==> src/rtl/imem_loader.sv <==
// Instruction buffer write-side loader: framed valid/ready word stream in, buffer writes out.
// Optional feature macro: IMEM_LOADER_CSUM_EN adds the trailing checksum word and its CSUM state.
module imem_loader #(
  parameter int unsigned            ADDR_W    = 10,
  parameter int unsigned            DATA_W    = 16,
  parameter logic [DATA_W-1:0]      SYNC_WORD = 16'hA55A
) (
  input  logic              clk,
  input  logic              reset,
  input  logic              in_valid,
  input  logic [DATA_W-1:0] in_data,
  output logic              in_ready,
  output logic              wr_en,
  output logic [ADDR_W-1:0] wr_addr,
  output logic [DATA_W-1:0] wr_data,
  output logic              busy,
  output logic              done,
  output logic              err,
  output logic [15:0]       start_pc,
  output logic              start_pc_valid
);

  typedef enum logic [2:0] {
    S_IDLE,
    S_BASE,
    S_LEN,
    S_DATA,
`ifdef IMEM_LOADER_CSUM_EN
    S_CSUM,
`endif
    S_DONE
  } state_t;

  // Largest legal frame length: the whole buffer.
  localparam logic [16:0] DEPTH = 17'(1) << ADDR_W;

  state_t            state, state_next;
  logic [15:0]       base_q;
  logic [ADDR_W-1:0] ptr;
  logic [15:0]       count;
  logic [15:0]       len_w;
  logic              beat;
  logic              len_bad;
`ifdef IMEM_LOADER_CSUM_EN
  logic [15:0]       csum;
  logic              csum_bad;
`endif

  assign busy = (state != S_IDLE) && (state != S_DONE);

  always_comb begin
    // NOTE: every signal written here gets a default first so no latch is inferred.
    state_next = state;
    beat       = in_valid & in_ready;
    len_w      = 16'(in_data);
    len_bad    = (len_w == 16'd0) || ({1'b0, len_w} > DEPTH);
`ifdef IMEM_LOADER_CSUM_EN
    csum_bad   = (16'(in_data) != csum);
`endif
    case (state)
      S_IDLE: if (beat && in_data == SYNC_WORD) state_next = S_BASE;
      S_BASE: if (beat) state_next = S_LEN;
      S_LEN:  if (beat) state_next = len_bad ? S_IDLE : S_DATA;
      S_DATA: begin
        if (beat && count == 16'd1) begin
`ifdef IMEM_LOADER_CSUM_EN
          state_next = S_CSUM;
`else
          state_next = S_DONE;
`endif
        end
      end
`ifdef IMEM_LOADER_CSUM_EN
      S_CSUM: if (beat) state_next = csum_bad ? S_IDLE : S_DONE;
`endif
      S_DONE: state_next = S_IDLE;
      default: state_next = S_IDLE;
    endcase
  end

  always_ff @(posedge clk) begin
    // NOTE: sequential state uses non-blocking assignments so every register samples pre-edge values.
    if (reset) state <= S_IDLE;
    else       state <= state_next;
  end

  always_ff @(posedge clk) begin
    if (reset) begin
      in_ready       <= 1'b0;
      wr_en          <= 1'b0;
      wr_addr        <= '0;
      wr_data        <= '0;
      done           <= 1'b0;
      err            <= 1'b0;
      start_pc       <= '0;
      start_pc_valid <= 1'b0;
      base_q         <= '0;
      ptr            <= '0;
      count          <= '0;
`ifdef IMEM_LOADER_CSUM_EN
      csum           <= '0;
`endif
    end else begin
      wr_en    <= 1'b0;
      done     <= 1'b0;
      // Ready is dropped for exactly the DONE cycle.
      in_ready <= (state_next != S_DONE);
      case (state)
        S_IDLE: if (beat && in_data == SYNC_WORD) err <= 1'b0;
        S_BASE: begin
          if (beat) begin
            base_q <= 16'(in_data);
            ptr    <= ADDR_W'(in_data);
          end
        end
        S_LEN: begin
          if (beat) begin
            if (len_bad) begin
              err <= 1'b1;
            end else begin
              count <= len_w;
`ifdef IMEM_LOADER_CSUM_EN
              csum  <= '0;
`endif
            end
          end
        end
        S_DATA: begin
          if (beat) begin
            wr_en   <= 1'b1;
            wr_addr <= ptr;
            wr_data <= in_data;
            ptr     <= ptr + ADDR_W'(1);
            count   <= count - 16'd1;
`ifdef IMEM_LOADER_CSUM_EN
            csum    <= csum + 16'(in_data);
`endif
          end
        end
`ifdef IMEM_LOADER_CSUM_EN
        S_CSUM: if (beat && csum_bad) err <= 1'b1;
`endif
        default: ;
      endcase
      if (state_next == S_DONE) begin
        done           <= 1'b1;
        start_pc       <= base_q;
        start_pc_valid <= 1'b1;
      end
    end
  end

endmodule

==> config.mk <==
export PLATFORM = sky130hd
export DESIGN_NAME = imem_loader
export DESIGN_NICKNAME = d
export VERILOG_FILES = /design/src/rtl/imem_loader.sv
export SDC_FILE = /design/constraint.sdc
export NUM_CORES = 1
export LEC_CHECK = 0
export BUFFER_PORTS_ARGS = -buffer_cell sky130_fd_sc_hd__buf_2
export CORE_AREA = 2 2 89 91
export CTS_CLUSTER_SIZE = 10
export DETAILED_ROUTE_END_ITERATION = 8
export DIE_AREA = 0 0 91 93
export GPL_ROUTABILITY_DRIVEN = 1
export PLACE_DENSITY = 0.85
export SLEW_MARGIN = 20
export SYNTH_ARGS = -nofsm -noshare
export SYNTH_HDL_FRONTEND = slang
export SYNTH_SLANG_ARGS = --single-unit
export TNS_END_PERCENT = 5
==> constraint.sdc <==
create_clock -name clk -period 3.1 [get_ports clk]
set_clock_uncertainty 0.2 [all_clocks]
set_input_delay 0.31 -clock clk [delete_from_list [all_inputs] [get_ports clk]]
set_output_delay 0.31 -clock clk [all_outputs]
set_load 0.03 [all_outputs]
==> results of run 1 <==
[synth_stat cells, types with 3 or more instances]
cell type                  count
sky130_fd_sc_hd__a21o_1        3
sky130_fd_sc_hd__a21oi_1      58
sky130_fd_sc_hd__a221oi_1      3
sky130_fd_sc_hd__a22o_1       16
sky130_fd_sc_hd__a22oi_1       3
sky130_fd_sc_hd__and2_1        3
sky130_fd_sc_hd__and4_1        3
sky130_fd_sc_hd__buf_1         4
sky130_fd_sc_hd__buf_2         6
sky130_fd_sc_hd__clkbuf_1     21
sky130_fd_sc_hd__dfxtp_1      92
sky130_fd_sc_hd__ha_1          3
sky130_fd_sc_hd__inv_1         7
sky130_fd_sc_hd__nand2_1     110
sky130_fd_sc_hd__nand3_1       8
sky130_fd_sc_hd__nand3b_1      4
sky130_fd_sc_hd__nand4_1      12
sky130_fd_sc_hd__nor2_1       28
sky130_fd_sc_hd__nor3_1       10
sky130_fd_sc_hd__nor3_2        3
sky130_fd_sc_hd__nor3b_1       4
sky130_fd_sc_hd__o21ai_0      13
sky130_fd_sc_hd__o31ai_1       5
sky130_fd_sc_hd__or3_1         5
sky130_fd_sc_hd__or4_1         3
[registers in the layout, indices dropped and copies added, names as in the netlist, 3 cells and up]
| register | cells |
|---|---|
| base_q | 16 |
| start_pc | 16 |
| state | 3 |
| wr_addr | 10 |
| wr_data | 16 |
| ptr | 10 |
| count | 16 |
[metrics by stage]
step | utilization | power (mW)
after CTS | 0.6222 | 2.086
after floorplan | - | 1.249
after global placement | 0.5923 | 1.288
after detailed placement | 0.5923 | 1.289
final | 0.6222 | 2.085
after global routing | 0.6222 | 2.136
[cell families (layout without fill, tap and decap cells)]
family,count (synthesis),in the layout,share of synthesized area
buffers and inverters,40,102,0.04249
DFF,92,92,0.4532
AOI/OAI and AO/OA,134,134,0.2245
muxes,3,3,0.009853
xor gates and xnor gates,1,1,0.002156
adders and majority gates,3,3,0.009237
and+or+nand+nor,213,213,0.2586
[routing by layer]
metal / vias to the layer above / routed length, um / part of all wire
li1: 1854 / - / -
met1: 1829 / 4673 / 0.41
met2: 225 / 5324 / 0.47
met3: 33 / 977 / 0.086
met4: 0 / 325 / 0.029
met5: - / 0 / 0
[timing repair]
action                                  4_1_cts  5_1_grt
endpoints found under the setup margin        0        0
hold buffers                                  2        0
endpoints found under the hold margin         3        0
[worst max-delay path: stages]
cell and delay (ns):
sky130_fd_sc_hd__dlygate4sd3_1 0.55, sky130_fd_sc_hd__buf_2 0.15, sky130_fd_sc_hd__nor3_2 0.36, sky130_fd_sc_hd__nand4_1 0.26
sky130_fd_sc_hd__mux2_4 0.44, sky130_fd_sc_hd__a2111oi_0 0.57, sky130_fd_sc_hd__a211oi_2 0.08
[worst max-delay path by stage]
stage	cells past startpoint	slack (ns)	startpoint	end
after global placement	6	0.41	in_data[2]	count[3]$_SDFFE_PP0P_
after detailed placement	6	0.28	in_data[2]	count[3]$_SDFFE_PP0P_
after global routing	7	0.28	in_data[11]	count[3]$_SDFFE_PP0P_
after floorplan	5	0.67	in_data[2]	count[3]$_SDFFE_PP0P_
final	7	0.41	in_data[12]	count[3]$_SDFFE_PP0P_
after CTS	7	0.44	in_data[11]	count[3]$_SDFFE_PP0P_
[report_power, final]
| part | total (mW) | switching [mW] | internal [mW] |
|---|---|---|---|
| sequential | 1.18 | 0.00113 | 1.18 |
| combinational | 0.0840 | 0.0617 | 0.0223 |
| clock | 0.818 | 0.496 | 0.322 |
| total | 2.08 | 0.559 | 1.53 |
[area by class of cell]
cell class	instances	area, sq um
flip-flops and latches	92	1842
fillers	694	2844
repair buffers	79	432.9
clock buffers	9	123.9
multi-input cells	354	2049
well taps	102	127.6
inverters	7	26.28
clock inverters	7	81.33
==> results.toml, run 1 <==
[worst_hold_path]
worst_hold_path_type = "in2reg"
hold_path_end = "base_q[3]$_SDFFE_PP0P_"
hold_path.startpoint = "in_data[3]"
worstHoldPathCells = 3

[clock_tree]
clk-insertion-delay-late_ns = 0.38
cts.sinks = 92
post_cts_resized = 0
clock_tree.htree_level_count = 3
ctsLongestPathBuffers = 2
cts.clk_slew.worst_paths_ns = 0.11
cts.root.buffer_cell = "sky130_fd_sc_hd__clkbuf_8"
postCtsSetupBuffers = 0
tritoncts = "built"
numCtsBuffers = 9

[floorplanning]
die_area_sq_mm = 0.008463
die_height_um = 93
die_width_um = 91
num_rows = 32
ios = 67
initial_util = 0.5399
coreArea_sq_mm = 0.007527

[setup_path]
timing.reg2reg.setup_slack_ns = 0.60
setup.worst_path.end_class = "register"
r2r_start = "state[0]$_SDFF_PP0_"
critical_path_required_ns = 3.15
worstReg2RegEnd = "start_pc[5]$_SDFFE_PP0N_"
worst_reg2reg_path_length_in_cells = 5
critPathMaxFanout = 19
setup.worst_path.start_class = "primary input"
critical_path_class = "in2reg"
critical_path_arrival_ns = 2.74

[placed_design]
numPlacedInstances = 632
place.detailed.hpwl_um = 7851
placement.cell_area_sq_mm = 0.004458
io_buffers = 66
dp_worst_setup_slack_ns = 0.2751
gp_routability_congestion = 0.9330

[global_routing]
grt_antenna_before_repair = 0
grt-busiest-layer = "met2"
grt.total_usage = 0.2735
pin_count_of_the_biggest_net_entering_global_routing = 49
grt_overflow = 0
grt_util_met2 = 0.4463
first_pass_grt_wire_length_um = 18470
grt.met1_usage = 0.3586
met3_usage = 0.05318
first_global_vias = 3720

[logic_synthesis]
biggest_area_consumer_among_synthesized_cells = "sky130_fd_sc_hd__dfxtp_1"
synthCells = 486
synthDistinctLibCells = 71
synth-async-reset-ratio = 0
synth_top_area_frac = 0.4532
syn-cell-area_sq_mm = 0.004064
mean_instance_size_in_the_synthesized_netlist_sq_um = 8.362
yosys_warnings = 0
synth.area.top_cells = "sky130_fd_sc_hd__dfxtp_1 45%, sky130_fd_sc_hd__nand2_1 10%, sky130_fd_sc_hd__a21oi_1 7.1%"
synthFlopType = "sky130_fd_sc_hd__dfxtp_1"
ys_seq_area_frac = 0.4532
synth_edf_count = 0
yosys_register_bits = 92
synthesis.nets = 508

[sta]
timing.slew.headroom = 0.3661
worst_slew_pin_slew_ns = 0.9479
rsz0062_at_grt = "no"
max_freq_mhz = 372.1
final.min_clock_period_ns = 2.687
hold_viol = 0
fin_crit_sh = 0.8669
final.hold.worst_slack_ns = 0.01373
final-max-slew-violation-count = 0
final-setup-viol-count = 0
timing.final.ws_setup_ns = 0.4125
setup_total_negative_slack_ns = 0

[routing]
via_count = 3941
drc = 0
final_antenna_violating_net_count = 0
detail_route.vias_per_cell = 6.063
initialDrtViolationCount = 540
total_wire_length_um = 11300
firstDrtPassIters = 7
route.detailed.wl_per_inst_um = 17.39

[layout]
num-nets-final = 565
finish.cell_count_without_fillers = 650
layout_commonest_cell = "sky130_fd_sc_hd__nand2_1"
drive_gt1_frac = 0.2062
final_area_sq_mm = 0.004683
mostFrequentLayoutCells = "110 x sky130_fd_sc_hd__nand2_1, 92 x sky130_fd_sc_hd__dfxtp_1, 66 x sky130_fd_sc_hd__buf_2"
antenna_cells_inserted = 0
area_growth_syn_to_layout_pct = 15.24

[power]
power_per_cell_area_mw_per_mm2 = 445.1
vdd_drop_max_v = 0.0001978
power.leakage_nw = 1.845

[job]
timing.max_cap.violations = 0

[outcome]
run_status = "complete, no violations"
(Power assumes the default switching activity.)
==> inputs of run 2 (changes only) <==
PLACE_DENSITY = 0.88   (was 0.85)
==> run 2 against run 1 <==
Compared with the run above:
- sequential share of layout area about the same
- routed wire length is 0.90% higher
- fmax is 8.3% higher
- register-to-register slack better by 0.02 ns
- clock power grew 5.9%
- combinational power fell by 2.7%
- critical path depth decreased by 2
==> results.toml, run 2 (same netlist as run 1, synthesis figures left out) <==
[clock_tree]
clk-insertion-delay-late_ns = 0.36
post_cts_hold_buffer_count = 0
ctsLongestPathBuffers = 2
post_cts_resized = 0
numCtsBuffers = 9
clock_tree.htree_level_count = 3
postCtsSetupBuffers = 0
tritoncts = "built"
cts.clk_slew.worst_paths_ns = 0.11
cts.root.buffer_cell = "sky130_fd_sc_hd__clkbuf_8"
cts.sinks = 92

[global_routing]
grt_overflow = 0
grt.total_usage = 0.2712
pin_count_of_the_biggest_net_entering_global_routing = 40
first_global_vias = 3628
grt_antenna_before_repair = 0
first_pass_grt_wire_length_um = 18290

[power]
power.share.sequential = 0.555
power.leakage_nw = 1.853
power.combinational.fraction = 0.038
cell_internal_pwr_mw = 1.597
power.share.clock = 0.407
vdd_drop_max_v = 0.0002457
power_per_cell_area_mw_per_mm2 = 454.7
switching_power_mw = 0.5331
power_switching_share = 0.2503

[floorplanning]
coreArea_sq_mm = 0.007527
num_rows = 32
initial_util = 0.5399
die_area_sq_mm = 0.008463
die_width_um = 91
die_height_um = 93
ios = 67

[routing]
firstDrtPassIters = 5
routed-wl-met3_um = 819
route.detailed.wl_per_inst_um = 17.54
final_antenna_violating_net_count = 0
initialDrtViolationCount = 312
via_count = 3882
route.top_layer_used = "met4"
total_wire_length_um = 11400
detail_route.vias_per_cell = 5.972
drc = 0
detailroute.wirelength.met2_um = 5456
wire_length_on_met1_um = 4911

[sta]
timing.final.ws_setup_ns = 0.6189
final.hold.worst_slack_ns = 0.01066
fin_crit_sh = 0.8003
final-max-slew-violation-count = 0
timing.slew.headroom = 0.3821
hold_viol = 0
final-setup-viol-count = 0
worst_slew_pin_slew_ns = 0.9239
max_freq_mhz = 403.1
rsz0062_at_grt = "no"
final.min_clock_period_ns = 2.481
setup_total_negative_slack_ns = 0

[layout]
mostFrequentLayoutCells = "110 x sky130_fd_sc_hd__nand2_1, 92 x sky130_fd_sc_hd__dfxtp_1, 66 x sky130_fd_sc_hd__buf_2"
layout_commonest_cell = "sky130_fd_sc_hd__nand2_1"
sequential_cell_area_sq_mm = 0.001842
multi_input_logic_area_sq_mm = 0.002049
drive_gt1_frac = 0.2099
final_core_utilization = 0.6223
fillCellCount = 677
antenna_cells_inserted = 0
num-nets-final = 565
final_area_sq_mm = 0.004684
area_growth_syn_to_layout_pct = 15.27

[job]
timing.max_cap.violations = 0

[setup_path]
critical_path_arrival_ns = 2.53
critical_path_class = "reg2reg"
setup.worst_path.start_class = "register"
critPathMaxFanout = 17
setup.worst_path.end_class = "register"
critical_path_required_ns = 3.15

[placed_design]
io_buffers = 66
placement.cell_area_sq_mm = 0.004473
dp_worst_setup_slack_ns = 0.3386
gp_routability_congestion = 0.9743
place.detailed.hpwl_um = 8135

[worst_hold_path]
worst_hold_path_type = "in2reg"

[outcome]
run_status = "complete, no violations"
run 2: cell type report:
class	instances	share of cell area
multi-input cells	354	0.4375
flip-flops and latches	92	0.3932
repair buffers	79	0.09135
well taps	102	0.02724
clock buffers	9	0.02644
clock inverters	7	0.01870
inverters	7	0.005609
run 2: worst max-delay path, stage by stage (launching register included):
cell and delay [ns]:
sky130_fd_sc_hd__dfxtp_1 0.56, sky130_fd_sc_hd__and4b_1 0.44, sky130_fd_sc_hd__and2_1 0.20, sky130_fd_sc_hd__buf_4 0.22, sky130_fd_sc_hd__a31oi_2 0.38, sky130_fd_sc_hd__a22o_1 0.37
run 2: power groups by stage:
stage          clock network (mW)  registers, mW  logic (mW)
2_1_floorplan                   0           1.21      0.0379
3_3_place_gp                    0           1.21      0.0784
3_5_place_dp                    0           1.21      0.0792
4_1_cts                     0.869           1.18      0.0796
5_1_grt                     0.920           1.18      0.0861
6_report                    0.866           1.18      0.0817
run 2: final timing paths:
check                                start                        to  slack [ns]  cells past startpoint
hold / removal                 in_data[11]   base_q[11]$_SDFFE_PP0P_        0.01                      3
setup reg to reg       state[0]$_SDFF_PP0_  start_pc[2]$_SDFFE_PP0N_        0.62                      5
hold reg to reg   wr_data[13]$_SDFFE_PP0P_  wr_data[13]$_SDFFE_PP0P_        0.26                      2
setup / recovery       state[0]$_SDFF_PP0_  start_pc[2]$_SDFFE_PP0N_        0.62                      5
run 2: per-layer routing:
metal / GRT usage / up-vias
met3: 0.03787 / 23
met5: 0 / -
met4: 0.09343 / 0
met2: 0.4481 / 174
met1: 0.3669 / 1826
li1: - / 1859
run 2: metrics by stage:
step           std cells  total power, mW
2_1_floorplan        486            1.249
3_3_place_gp         634            1.288
3_5_place_dp         634            1.289
4_1_cts              650            2.130
5_1_grt              650            2.189
6_report             650            2.130
==> inputs of run 3 (changes only) <==
CORE_AREA = 2 2 94 96   (was 2 2 89 91)
DIE_AREA = 0 0 96 98   (was 0 0 91 93)
PLACE_DENSITY = 0.84   (was 0.88)
clock period = 2.1 ns   (was 3.1 ns; I/O delays follow)
==> run 3 against run 2 <==
Compared with the run above:
- worst hold slack improved by 0.026 ns
- cell area is 7.9% higher
- power grew 43%
- sequential share of layout area fell by 2.9 points
- first-iteration DRC count shrank 33%
- worst setup slack lost 0.61 ns
- sequential power increased by 47%
- cell count is 7.7% higher
- routed wire length is 1.1% higher
- clock power up 30%
- critical path depth rose by 2
- register-to-register slack worse by 0.58 ns
- critical endpoint is now count[12]$_SDFFE_PP0P_
- largest cell class unchanged
- largest power group unchanged
==> results.toml, run 3 (same netlist as run 1, synthesis figures left out) <==
[placed_design]
io_buffers = 66
place.detailed.hpwl_um = 8695
gp_routability_congestion = 1.008
numPlacedInstances = 680
placement.cell_area_sq_mm = 0.004795

[clock_tree]
cts.clk_slew.worst_paths_ns = 0.09
clock_tree.htree_level_count = 3
ctsLongestPathBuffers = 2
numCtsBuffers = 9
cts.root.buffer_cell = "sky130_fd_sc_hd__clkbuf_8"
tritoncts = "built"
clk-insertion-delay-late_ns = 0.36
cts.sinks = 92

[global_routing]
first_global_vias = 3681
grt_antenna_before_repair = 0
pin_count_of_the_biggest_net_entering_global_routing = 26
grt.total_usage = 0.2491
grt_overflow = 0
first_pass_grt_wire_length_um = 18350

[sta]
timing.slew.headroom = 0.6167
rsz0062_at_grt = "yes"
hold_viol = 0
fin_crit_sh = 0.9940
final-setup-viol-count = 0
worst_slew_pin_slew_ns = 0.5750
final.hold.worst_slack_ns = 0.03618
max_freq_mhz = 479.1
final-max-slew-violation-count = 0
final.min_clock_period_ns = 2.087

[routing]
initialDrtViolationCount = 208
drc = 0
final_antenna_violating_net_count = 0
via_count = 4035
route.detailed.wl_per_inst_um = 16.47
total_wire_length_um = 11530
detail_route.vias_per_cell = 5.764
firstDrtPassIters = 5

[layout]
num-nets-final = 609
final_area_sq_mm = 0.005056
antenna_cells_inserted = 0
final_core_utilization = 0.5973
finish.cell_count_without_fillers = 700
layout_commonest_cell = "sky130_fd_sc_hd__nand2_1"
drive_gt1_frac = 0.2703
fillCellCount = 754
area_growth_syn_to_layout_pct = 24.42
mostFrequentLayoutCells = "110 x sky130_fd_sc_hd__nand2_1, 92 x sky130_fd_sc_hd__dfxtp_1, 66 x sky130_fd_sc_hd__buf_2"

[floorplanning]
die_area_sq_mm = 0.009408
coreArea_sq_mm = 0.008466
die_height_um = 98
ios = 67
initial_util = 0.4800
die_width_um = 96
num_rows = 34

[setup_path]
critical_path_class = "in2reg"
timing.reg2reg.setup_slack_ns = 0.04
critical_path_arrival_ns = 2.14
critical_path_required_ns = 2.15
setup.worst_path.start_class = "primary input"
setup.worst_path.end_class = "register"
critPathMaxFanout = 4

[worst_hold_path]
worst_hold_path_type = "in2reg"

[power]
power.leakage_nw = 2.051
report.power.total_mw = 3.040
power_per_cell_area_mw_per_mm2 = 601.2
vdd_drop_max_v = 0.0003379

[outcome]
run_status = "complete, no violations"

[job]
timing.max_cap.violations = 0
[run 3: cell types whose count changed in the layout (fill, tap and decap cells not counted), sizes merged]
| cell | previous run | this run |
|---|---|---|
| dlygate4sd3 | 0 | 4 |
| clkinv | 1 | 4 |
| clkinvlp | 0 | 1 |
| buf | 79 | 119 |
| bufinv | 1 | 0 |
| inv | 12 | 9 |
[run 3: report_power, final]
group	internal, mW	switching, mW	total, mW
Sequential	1.74	0.000459	1.74
Combinational	0.0579	0.102	0.160
Clock	0.458	0.677	1.13
[run 3: area by class of cell]
| class | count | area [sq um] | area share |
|---|---|---|---|
| multi-input cells | 354 | 2078 | 0.4110 |
| flip-flops and latches | 92 | 1842 | 0.3643 |
| repair buffers | 123 | 780.7 | 0.1544 |
| well taps | 108 | 135.1 | 0.02673 |
| clock buffers | 9 | 123.9 | 0.02450 |
| clock inverters | 7 | 70.07 | 0.01386 |
| inverters | 7 | 26.28 | 0.005197 |
[run 3: timing repair]
action / 4_1_cts / 5_1_grt
resized for setup: 0 / 6
setup buffers: 0 / 0
endpoints found under the hold margin: 8 / 0
hold buffers: 4 / 0
setup endpoints to repair: 0 / 21
[run 3: per-stage QoR]
stage	setup slack, ns	TNS [ns]
6_report	0.01255	0
5_1_grt	-0.02814	-0.05069
4_1_cts	0.01719	0
3_5_place_dp	-0.3646	-4.494
3_3_place_gp	-0.3164	-3.768
2_1_floorplan	-0.2192	-0.9986
[run 3: routing by layer]
layer  global-route usage  wire length [um]  vias to the layer above
met4              0.07692               268                        0
met3              0.04321               893                       18
met2               0.3916              5247                      175
li1                     -                 -                     1949
met1               0.3466              5120                     1893
met5                    0                 0                        -
[run 3: worst max-delay path, stage by stage]
cell and delay (ns):
sky130_fd_sc_hd__buf_2 0.13, sky130_fd_sc_hd__or4_4 0.56, sky130_fd_sc_hd__nor4_4 0.29, sky130_fd_sc_hd__buf_4 0.18, sky130_fd_sc_hd__mux2_4 0.32, sky130_fd_sc_hd__a221oi_1 0.34
sky130_fd_sc_hd__a211oi_2 0.11
[run 3: path summary, 6_finish.rpt]
check	depth (start not counted)	startpoint	endpoint
setup / recovery	7	in_data[2]	count[12]$_SDFFE_PP0P_
hold / removal	3	in_data[5]	count[5]$_SDFFE_PP0P_
setup reg to reg	6	state[2]$_SDFF_PP0_	count[6]$_SDFFE_PP0P_
hold reg to reg	1	start_pc_valid$_SDFFE_PP0N_	start_pc_valid$_SDFFE_PP0N_
